--- src/rtl/move_scheduler_if.sv ---
// Button-to-body handshake for the move scheduler: requested direction and pacing in,
// paced step and applied direction out.
interface move_scheduler_if #(
  parameter int TICK_W = 26
);
  logic [3:0]        move_dir;
  logic              run;
  logic [TICK_W-1:0] period;
  logic              step;
  logic [3:0]        head_dir;
  logic [1:0]        pending;

  modport master (output move_dir, run, period, input step, head_dir, pending);
  modport slave  (input move_dir, run, period, output step, head_dir, pending);
endinterface

--- src/rtl/move_scheduler.sv ---
// Paces snake moves: filters one-hot turn requests into a 2-deep FIFO and applies
// the oldest turn on each programmable-period step.
module move_scheduler #(
  parameter int TICK_W = 26
) (
  input logic             clk,
  input logic             rst,
  move_scheduler_if.slave bus
);
  logic [3:0]        prev_dir, head_q, ref_dir, rev_dir;
  logic [1:0][3:0]   tbuf, tbuf_nxt;
  logic [1:0]        pend_q, pend_nxt, keep;
  logic [TICK_W-1:0] cnt;
  logic [TICK_W:0]   cnt_inc;
  logic              step_q, req, terminal, pop, accept;

  always_comb begin
    req      = $onehot(bus.move_dir) && (bus.move_dir != prev_dir);
    cnt_inc  = {1'b0, cnt} + {{TICK_W{1'b0}}, 1'b1};
    terminal = bus.run && (cnt_inc >= {1'b0, bus.period});
    pop      = terminal && (pend_q != 2'd0);
    // Turns are judged against where the snake will be heading once the queue drains.
    ref_dir  = (pend_q == 2'd2) ? tbuf[1] : (pend_q == 2'd1) ? tbuf[0] : head_q;
    rev_dir  = {ref_dir[0], ref_dir[1], ref_dir[2], ref_dir[3]};
    keep     = pend_q - {1'b0, pop};
    accept   = req && (bus.move_dir != ref_dir) && (bus.move_dir != rev_dir) && (keep != 2'd2);

    tbuf_nxt = tbuf;
    pend_nxt = keep;
    if (pop) tbuf_nxt[0] = tbuf[1];
    // Pop happens first, so a full buffer has room for a push on a step edge.
    if (accept) begin
      tbuf_nxt[keep[0]] = bus.move_dir;
      pend_nxt          = keep + 2'd1;
    end
  end

  always_ff @(posedge clk) begin
    if (rst) begin
      prev_dir <= 4'b0000;
      head_q   <= 4'b0001;
      tbuf     <= '0;
      pend_q   <= 2'd0;
      cnt      <= '0;
      step_q   <= 1'b0;
    end else begin
      prev_dir <= bus.move_dir;
      step_q   <= terminal;
      tbuf     <= tbuf_nxt;
      pend_q   <= pend_nxt;
      if (pop) head_q <= tbuf[0];
      if (bus.run) cnt <= terminal ? '0 : cnt_inc[TICK_W-1:0];
    end
  end

  assign bus.step     = step_q;
  assign bus.head_dir = head_q;
  assign bus.pending  = pend_q;
endmodule
--- src/flat_wrapper.sv ---
// flat-port wrapper written by rule: the top's interface ports become plain ports
module move_scheduler_flat 
#(
  parameter int TICK_W = 26
)
  (clk, rst, bus_move_dir, bus_run, bus_period, bus_step, bus_head_dir, bus_pending);
  move_scheduler_if #(.TICK_W(TICK_W)) bus_i ();
  input logic clk;
  input logic rst;
  input wire logic [$bits(bus_i.move_dir)-1:0] bus_move_dir;
  input wire logic [$bits(bus_i.run)-1:0] bus_run;
  input wire logic [$bits(bus_i.period)-1:0] bus_period;
  output wire logic [$bits(bus_i.step)-1:0] bus_step;
  output wire logic [$bits(bus_i.head_dir)-1:0] bus_head_dir;
  output wire logic [$bits(bus_i.pending)-1:0] bus_pending;
  assign bus_i.move_dir = bus_move_dir;
  assign bus_i.run = bus_run;
  assign bus_i.period = bus_period;
  assign bus_step = bus_i.step;
  assign bus_head_dir = bus_i.head_dir;
  assign bus_pending = bus_i.pending;
  move_scheduler #(.TICK_W(TICK_W)) u_core (.clk(clk), .rst(rst), .bus(bus_i));
endmodule
--- config.mk ---
export PLATFORM = sky130hd
export DESIGN_NAME = move_scheduler_flat
export DESIGN_NICKNAME = d
export VERILOG_FILES = /design/src/rtl/move_scheduler_if.sv /design/src/rtl/move_scheduler.sv /design/src/flat_wrapper.sv
export SDC_FILE = /design/constraint.sdc
export NUM_CORES = 1
export LEC_CHECK = 0
export CAP_MARGIN = 20
export CORE_MARGIN = 5
export CORE_UTILIZATION = 50
export CTS_CLUSTER_DIAMETER = 200
export DETAILED_ROUTE_END_ITERATION = 10
export GPL_ROUTABILITY_DRIVEN = 0
export HOLD_SLACK_MARGIN = 0.12
export MAX_ROUTING_LAYER = met4
export PLACE_DENSITY = 0.83
export SLEW_MARGIN = 15
export SYNTH_ARGS = -nofsm -noshare
export SYNTH_HDL_FRONTEND = slang
export SYNTH_SLANG_ARGS = --single-unit
--- constraint.sdc ---
create_clock -name clk -period 6.5 [get_ports clk]
set_input_delay 1.3 -clock clk [delete_from_list [all_inputs] [get_ports clk]]
set_output_delay 1.3 -clock clk [all_outputs]
set_load 0.02 [all_outputs]
==> flow_summary.toml <==
[status]
status = "complete, no violations"

[die]
dieArea_sq_um = 8500
die_y_microns = 92.2
core_area_sq_um = 6680
row_count = 30
die_w_microns = 92.2
start_util = 0.506
io_pins = 40

[sta]
fmax_mhz = 221
final.min_clock_period_ns = 4.53
rsz0062_at_grt = "false"
relSlewSlack = 0.362
slew_violations = 0
holdWs_ns = 0.497
report.final.hold_viol_count = 0
finalSetupViolCount = 0
skew_ns = 0.00438
tightest_slew_ns = 0.948
finalSetupTns_ns = 0
setup_ws_ns = 1.97
period_share = 0.698

[yosys]
synth_area_per_cell_sq_um = 8.12
synth_cell_types = 50
synth_top_area_frac = 0.267
syn_area_sq_um = 3380
synthCells = 416
yosysWarnings = 0
synth_top_area_cell = "dfxtp_1"
synth_area_leaders = "dfxtp_1 27%, ha_1 11%, xnor2_1 8.8%, inv_1 4.8%, xor2_1 4.4%"
synth_seq_cells = 45
syn_nets = 481
ys_seq_area_frac = 0.267

[place]
portBuffers = 39
hpwl_microns = 5610
preCtsSetupSlack_ns = 1.98
post_dp_cell_area_sq_um = 3770

[critical_path]
critPathLaunch = "u_core.cnt[0]"
path_cells = "ha_1 > nand3_2 > or4_1 > nor3_1 > nand2_1 > xnor2_1 > ha_1 > a41o_1 > a21oi_1 > o21ai_1 > a41o_2 > nor3_4 > nor2_4 > ha_1 > nand4b_1 > a311oi_1"
worstPathArrival_ns = 4.75
r2r_slack_ns = 1.97
crit_cells = 16
path_max_fanout = 9
start_kind = "flop"
reg2reg_from = "u_core.cnt[0]"
crit_top_cell = "ha_1"
reg2reg_to = "u_core.tbuf[3]"
max_stage_delay_ns = 0.63
critPathRequiredTime_ns = 6.72
crit_slowest_cell = "or4_1"
critPathCaptureType = "flop"
critPathBufInv = 0
path_delay_family = "simple AND/OR/NAND/NOR gates"
path_class = "flop to flop"
ff2ff_path_depth = 16
cp-endpoint = "u_core.tbuf[3]"

[clocking]
clk_pin_slew_ns = 0.09
cts_resized = 0
cts.htree.levels = 2
clk_latency_ns = 0.31
clkSinkCount = 45
clk_path_buf_depth = 2
cts_buffers = 5
tritoncts = "done"
hold_buffers = 0
root_buffer = "clkbuf_8"
post_cts_buffers = 0

[drt]
viasPerCell = 5.64
dr.pass1.iters = 4
drcViolationCount = 0
routed_wl_microns = 7520
ant_nets = 0
vias = 2946
wire_per_inst_microns = 14.4
drt_iter0_markers = 252

[global_routing]
grt_max_degree = 50
antenna_found_initial = 0
grt_pass1_wl_microns = 12800
grtUsageTotal = 0.186
grt-ovfl-total = 0
first_global_vias = 2855

[flow_run]
drv_cap = 0

[pwr]
ir_drop_v = 0.0000926
power_density_nw_per_um2 = 158
p_leak_nw = 1.59

[finish]
n_antenna_cell = 0
final_area_sq_um = 3860
post-route-util = 0.578
drive_above_1_share = 0.0498
final_nets = 506
n_fill_cell = 602
area_delta_synth_final_pct = 14.4

[hold_path]
hp-class = "flop to flop"
hp-start = "u_core.cnt[1]"
==> cell families after synthesis <==
logic type	share of synthesized area
AND/OR/NAND/NOR	0.242
AO/OA/AOI/OAI	0.138
XOR/XNOR	0.132
flip-flops	0.267
multiplexers	0.0207
adder cells (fa/ha/maj)	0.121
buffers and inverters	0.0800
==> state kept, by name (all words and copies together) (netlist names) <==
| signal | flops |
|---|---|
| u_core.bus.pending | 2 |
| u_core.bus.step | 1 |
| u_core.bus.head_dir | 4 |
| u_core.prev_dir | 4 |
| u_core.tbuf | 8 |
| u_core.cnt | 26 |
==> stage by stage <==
stage / std cells / total power, mW
3_3_place_gp: 514 / 0.429
2_1_floorplan: 416 / 0.392
3_5_place_dp: 514 / 0.435
4_1_cts: 522 / 0.612
6_report: 522 / 0.610
5_1_grt: 522 / 0.642
==> worst min path at each step <==
| stage | slack [ns] | cells after the start | endpoint |
|---|---|---|---|
| 4_1_cts | 0.49 | 2 | u_core.cnt[1] |
| 3_5_place_dp | 0.48 | 2 | u_core.cnt[1] |
| 3_3_place_gp | 0.47 | 2 | u_core.cnt[1] |
| 2_1_floorplan | 0.45 | 2 | u_core.cnt[1] |
| 6_report | 0.50 | 2 | u_core.cnt[1] |
| 5_1_grt | 0.52 | 2 | u_core.cnt[1] |
==> worst min-delay path, cell delays in order (launching register included) <==
cell and delay (ns):
dfxtp_1 0.33, nand2_1 0.07, a21oi_1 0.06
==> cell usage after synthesis, drive strengths merged <==
library cell   n
nand3         20
o221ai         1
or4            1
o21ai         11
nor2b          4
o311a          1
nor4           2
or2            1
buf            9
nor2          40
xnor2         34
mux2i          7
o41ai          1
and2           5
o21bai         1
a21o           4
a211oi         1
and3           6
xor2          17
dfxtp         45
a41o           2
clkbuf        14
or3           12
a21oi         27
o211ai         1
a41oi          1
fa             1
o32ai         11
inv           43
nand2         20
nor3           6
ha            31
nand4         11
nand4b         2
a311oi         4
o221a          2
nand3b         7
nand2b         6
or3b           4
==> layout by cell type, fill, tap and decap left out, types with 2 or more instances in the layout <==
master           synthesis  routed
dfxtp_1                 45      45
inv_1                   43      43
nor2_1                  39      39
clkdlybuf4s50_1          0      39
xnor2_1                 34      34
ha_1                    31      31
a21oi_1                 27      27
nand2_1                 20      20
nand3_1                 19      19
xor2_1                  17      17
or3_1                   12      12
o32ai_1                 11      11
nand4_1                 10      10
mux2i_1                  7       7
nand3b_1                 7       7
and3_1                   6       6
o21ai_0                  6       6
nand2b_1                 6       6
and2_1                   5       5
o21ai_1                  5       5
clkbuf_8                 0       5
a21o_1                   4       4
nor2b_1                  4       4
a311oi_1                 4       4
nor3_1                   3       3
or3b_1                   3       3
nor3_4                   2       2
nor4_1                   2       2
o221a_2                  2       2
nand4b_1                 2       2
buf_4                    1       2
==> layout make-up <==
class | instances | area [sq um] | area share
clock inverter | 3 | 21.3 | 0.00550
sequential | 45 | 901 | 0.233
inverter | 43 | 161 | 0.0418
tap | 80 | 100 | 0.0259
timing repair buffer | 41 | 405 | 0.105
multi-input combinational | 305 | 2210 | 0.571
clock buffer | 5 | 68.8 | 0.0178
==> where the power goes <==
group          total (mW)  internal (mW)  switching, mW
Combinational       0.130         0.0635         0.0665
Clock               0.181         0.0764          0.104
Sequential          0.299          0.287         0.0124
Total               0.610          0.427          0.183
==> layer usage <==
layer | track usage | up-vias | part of all wire
met1 | 0.241 | 1375 | 0.46
met5 | - | - | 0
met2 | 0.302 | 75 | 0.48
met3 | 0.0254 | 9 | 0.049
met4 | 0.0557 | 0 | 0.016
li1 | - | 1487 | -
(Power assumes the default switching activity.)
